[src/rtl/fft256_buf_ctrl.sv]
// rtl/fft256_buf_ctrl.sv - sequencing controller for the FFT256 256-word single-port sample RAM
//
// Purpose:
//    Writes 256 upstream samples into the RAM in natural order. It then reads them
//    back, half-duplex on the same port, in bit-reversed order (FFT256_BITREV_EN
//    defined) or in natural order (FFT256_BITREV_EN undefined). A DO_VALID/DO_FIRST
//    strobe is produced that lines up with the RAM's registered read data. The
//    data bus does not pass through this block.
//
// Configuration macro: FFT256_BITREV_EN (read order = bit-reverse of the 8-bit index)
//
// Ports:
//    CLK       in   1  clock, rising edge
//    RST_N     in   1  synchronous active-low reset (independent of ED)
//    ED        in   1  enable; all state advances only on ED=1 edges
//    START     in   1  frame request, sampled on ED edges
//    RAM_ED    out  1  RAM enable, combinational copy of ED
//    RAM_WE    out  1  RAM write enable (registered)
//    RAM_ADDR  out  8  RAM address (registered)
//    DI_REQ    out  1  upstream sample consumed this cycle (= RAM_WE)
//    DO_VALID  out  1  RAM data output holds a frame sample
//    DO_FIRST  out  1  RAM data output holds sample index 0 of the frame
//    BUSY      out  1  controller is writing or reading a frame
//    ERR       out  1  one-ED-cycle pulse: START seen while BUSY

module fft256_buf_ctrl (
   input  logic       CLK,
   input  logic       RST_N,
   input  logic       ED,
   input  logic       START,
   output logic       RAM_ED,
   output logic       RAM_WE,
   output logic [7:0] RAM_ADDR,
   output logic       DI_REQ,
   output logic       DO_VALID,
   output logic       DO_FIRST,
   output logic       BUSY,
   output logic       ERR
);

   typedef enum logic [1:0] {
      S_IDLE  = 2'd0,
      S_WRITE = 2'd1,
      S_READ  = 2'd2
   } state_t;

   state_t     r_state;
   state_t     w_state_nxt;
   logic [7:0] r_cnt;
   logic [7:0] w_cnt_nxt;
   logic [7:0] r_addr;
   logic [7:0] w_addr_nxt;
   logic       r_we;
   logic       w_we_nxt;
   logic       r_err;
   logic       w_err_nxt;
   logic [1:0] r_vpipe;
   logic [1:0] r_fpipe;
   logic [7:0] w_cnt_inc;
   logic       w_rd;
   logic       w_rd_first;

   // Readback order of frame index k.
   function automatic logic [7:0] f_order(input logic [7:0] k);
`ifdef FFT256_BITREV_EN
      f_order = {k[0], k[1], k[2], k[3], k[4], k[5], k[6], k[7]};
`else
      f_order = k;
`endif
   endfunction

   assign w_cnt_inc  = r_cnt + 8'd1;
   // A read address is on RAM_ADDR for the whole READ state; the RAM then needs
   // two enabled edges (address register, data register) before DO shows it.
   assign w_rd       = (r_state == S_READ);
   assign w_rd_first = w_rd && (r_cnt == 8'd0);

   always_comb begin
      w_state_nxt = r_state;
      w_cnt_nxt   = r_cnt;
      w_addr_nxt  = r_addr;
      w_we_nxt    = r_we;
      w_err_nxt   = 1'b0;
      case (r_state)
         S_IDLE: begin
            w_we_nxt = 1'b0;
            if (START) begin
               w_state_nxt = S_WRITE;
               w_we_nxt    = 1'b1;
               w_addr_nxt  = 8'd0;
               w_cnt_nxt   = 8'd0;
            end
         end
         S_WRITE: begin
            w_err_nxt = START;
            if (r_cnt == 8'd255) begin
               // This edge writes address 255; switch the port to reading.
               w_state_nxt = S_READ;
               w_we_nxt    = 1'b0;
               w_cnt_nxt   = 8'd0;
               w_addr_nxt  = f_order(8'd0);
            end else begin
               w_cnt_nxt  = w_cnt_inc;
               w_addr_nxt = w_cnt_inc;
            end
         end
         S_READ: begin
            if (r_cnt == 8'd255) begin
               // Last read address has been taken by the RAM. A START here is
               // accepted directly so back-to-back frames keep a 512-edge period;
               // the next write begins at address 0, never clashing with 255.
               w_cnt_nxt  = 8'd0;
               w_addr_nxt = 8'd0;
               if (START) begin
                  w_state_nxt = S_WRITE;
                  w_we_nxt    = 1'b1;
               end else begin
                  w_state_nxt = S_IDLE;
                  w_we_nxt    = 1'b0;
               end
            end else begin
               w_err_nxt  = START;
               w_cnt_nxt  = w_cnt_inc;
               w_addr_nxt = f_order(w_cnt_inc);
            end
         end
         default: begin
            w_state_nxt = S_IDLE;
            w_we_nxt    = 1'b0;
            w_cnt_nxt   = 8'd0;
            w_addr_nxt  = 8'd0;
         end
      endcase
   end

   always_ff @(posedge CLK) begin
      if (!RST_N) begin
         r_state <= S_IDLE;
         r_cnt   <= 8'd0;
         r_addr  <= 8'd0;
         r_we    <= 1'b0;
         r_err   <= 1'b0;
         r_vpipe <= 2'b00;
         r_fpipe <= 2'b00;
      end else if (ED) begin
         r_state <= w_state_nxt;
         r_cnt   <= w_cnt_nxt;
         r_addr  <= w_addr_nxt;
         r_we    <= w_we_nxt;
         r_err   <= w_err_nxt;
         r_vpipe <= {r_vpipe[0], w_rd};
         r_fpipe <= {r_fpipe[0], w_rd_first};
      end
   end

   assign RAM_ED   = ED;
   assign RAM_WE   = r_we;
   assign RAM_ADDR = r_addr;
   assign DI_REQ   = r_we;
   assign DO_VALID = r_vpipe[1];
   assign DO_FIRST = r_fpipe[1];
   assign BUSY     = (r_state != S_IDLE);
   assign ERR      = r_err;

endmodule

[config.mk]
export PLATFORM = sky130hd
export DESIGN_NAME = fft256_buf_ctrl
export DESIGN_NICKNAME = d
export VERILOG_FILES = /design/src/rtl/fft256_buf_ctrl.sv
export SDC_FILE = /design/constraint.sdc
export NUM_CORES = 1
export LEC_CHECK = 0
export ABC_AREA = 1
export CORE_MARGIN = 2
export CORE_UTILIZATION = 35
export DETAILED_ROUTE_END_ITERATION = 12
export SKIP_LAST_GASP = 1
export SLEW_MARGIN = 20
export SYNTH_ARGS = -nofsm -noshare
export SYNTH_HDL_FRONTEND = slang
export SYNTH_SLANG_ARGS = --single-unit
[constraint.sdc]
create_clock -name CLK -period 1.7 [get_ports CLK]
set_input_delay 0.255 -clock CLK [delete_from_list [all_inputs] [get_ports CLK]]
set_output_delay 0.255 -clock CLK [all_outputs]
set_load 0.05 [all_outputs]
==> results.json <==
{
  "drcViolationCount": 0,
  "slowest_delay_ns": 0.43,
  "core_area_sq_um": 2500,
  "yosysSeqAreaShare_pct": 34.3,
  "crit_fanout": 4,
  "cp.required_ns": 1.44,
  "finalSetupTns_ns": 0,
  "synth_cells": 130,
  "slowest_stage": "dfxtp_1",
  "ys_ff_latch": 16,
  "syn_area_sq_um": 933,
  "ant_nets": 0,
  "slew_headroom_pct": 79.0,
  "vdd.ir_drop.worst_v": 0.000671,
  "htreeDepth": 1,
  "grt_pass1_wl_mm": 3.63,
  "cts.path.max_buffers": 2,
  "cts.clk_slew.worst_paths_ns": 0.10,
  "max_cap_viol_count": 0,
  "hold_start": "r_fpipe[0]",
  "total_power_w": 0.000872,
  "p_per_area_nw_per_um2": 749,
  "antenna_found_initial": 0,
  "r2r_start": "r_state[1]",
  "place_congestion": 0.823,
  "via_count": 874,
  "grt_pass1_vias": 847,
  "io_pins": 19,
  "timing.final.ws_setup_ns": 0.132,
  "clock_insertion_delay_worst_skew_ns": 0.29,
  "leakagePower_nw": 0.482,
  "area_delta_synth_final_pct": 24.7,
  "cts_buffers": 3,
  "cp_cell_sequence": "inv_1 > ha_1 > inv_1 > buf_12",
  "cts_tree": "built",
  "finClkSkew_ns": 0.00674,
  "setup_violations": 0,
  "drive_gt1_share_pct": 26.0,
  "floorplan.initialDensity_pct": 37.3,
  "period_share_pct": 92.3,
  "rows": 18,
  "synth_edf_count": 0,
  "grt_max_degree": 10,
  "synth_warnings": 0,
  "timing.fmax_mhz": 638,
  "dpl_worst_slack_ns": 0.123,
  "die-area_sq_um": 3100,
  "drt_iter0_drc": 18,
  "die_w_um": 55.6,
  "arrival_ns": 1.31,
  "critPathLaunchType": "register",
  "maxSlewViolCount": 0,
  "antenna_cells": 0,
  "hpwl_mm": 1.71,
  "avgSynthCellArea_sq_um": 7.18,
  "nNetsFinal": 162,
  "worst_slew_pin_slew_ns": 0.314,
  "outcome": "complete, no violations",
  "cp-startpoint": "r_state[1]",
  "port_buffers": 18,
  "endpoint_kind": "output pin",
  "synth_flop_cell": "dfxtp_1",
  "syn_nets": 141,
  "cts_resized": 0,
  "worstSetupPathType": "reg2out",
  "synth_cell_types": 25,
  "cp_common_cell": "inv_1",
  "fin_crit_ns": 1.57,
  "vias_per_cell": 4.86,
  "postRouteWirelength_mm": 2.18,
  "clock_sinks": 16,
  "drtPass1Iterations": 4,
  "hold_buffers": 0,
  "hold_path_class": "reg2reg",
  "root_buffer": "clkbuf_4",
  "post-cts-setup-buffer-count": 0,
  "async_flop_share_pct": 0,
  "routedWlPerCell_um": 12.1,
  "finalHoldViolCount": 0,
  "track_usage_pct": 14.8,
  "rsz0062_at_grt": "no",
  "die_height_um": 55.6,
  "overflow": 0
}
## layout make-up
class | instances | area, sq um
inverters | 14 | 53.8
well taps | 30 | 37.5
fillers | 254 | 1340
flip-flops and latches | 16 | 320
repair buffers | 20 | 183
multi-input cells | 96 | 533
clock buffers | 4 | 36.3
## metrics by stage
stage | instance area [sq um] | std cells | util [%] | hold slack [ns]
global placement | 1130 | 176 | 45.1 | 0.453
CTS | 1160 | 180 | 46.5 | 0.480
finish | 1160 | 180 | 46.5 | 0.476
global route | 1160 | 180 | 46.5 | 0.513
detailed placement | 1130 | 176 | 45.1 | 0.464
floorplan | 933 | 130 | - | 0.421
## layout by cell type (no fill, tap or decap), types with 3 or more instances in the layout
| cell | instances |
|---|---|
| nand3_1 | 10 |
| a21oi_1 | 8 |
| nand2_2 | 5 |
| nor2_1 | 15 |
| clkdlybuf4s50_1 | 3 |
| o21bai_1 | 3 |
| dfxtp_1 | 16 |
| clkbuf_4 | 3 |
| ha_1 | 7 |
| nand2_1 | 27 |
| buf_4 | 15 |
| nor2_2 | 5 |
| o21ai_0 | 4 |
| inv_1 | 11 |
## report_power, final
part | leakage [nW] | total, W | internal, W | switching (W)
combinational | 0.331 | 0.000215 | 0.0000776 | 0.000138
clock | 0.0210 | 0.000257 | 0.000131 | 0.000126
sequential | 0.130 | 0.000400 | 0.000388 | 0.0000121
total | 0.482 | 0.000872 | 0.000596 | 0.000276
## registers in the layout, summed over array words and instances, names as in the netlist
name and cells:
r_state 2, RAM_ADDR 8, ERR 1, r_vpipe 2, DI_REQ 1, r_fpipe 2
## worst paths after layout
path,to,slack [ns],cells past startpoint
setup reg to reg,RAM_ADDR[6],0.18,7
hold reg to reg,r_fpipe[0],0.48,2
hold / removal,r_fpipe[0],0.48,2
setup / recovery,BUSY,0.13,4
## critical path: cells and delay by family (launching register included)
family,cells,cell delay (ns)
DFF,1,0.43
buffers and inverters,3,0.36
adders and majority gates,1,0.23
## cell usage after synthesis (2+ instances only)
cell type / instances / area share (%)
nand2_1: 27 / 11
dfxtp_1: 16 / 34
nor2_1: 15 / 6.0
inv_1: 11 / 4.4
nand3_1: 10 / 5.4
a21oi_1: 8 / 4.3
ha_1: 7 / 9.4
nand2_2: 5 / 3.4
nor2_2: 5 / 3.4
o21ai_0: 4 / 2.1
buf_4: 3 / 2.4
o21bai_1: 3 / 2.4
inv_2: 2 / 0.80
nand2_4: 2 / 2.4
nand4_1: 2 / 1.3
## per-layer routing
metal	routed length (um)	share of wire [%]	track usage, %
met1	927	43	16.5
met2	1130	52	25.7
met3	100	4.6	4.42
met4	27	1.2	6.62
met5	0	0	0
## cell families (layout without fill, tap and decap cells)
family	Yosys count	count (layout)	share of synthesized area, %
buffers and inverters	18	38	8.58
adders and majority gates	7	7	9.38
and+or+nand+nor	70	70	35.8
AOI/OAI and AO/OA	18	18	11.0
DFF	16	16	34.3
xor gates and xnor gates	1	1	0.939
Note: power is estimated with default switching activity, not from simulation.
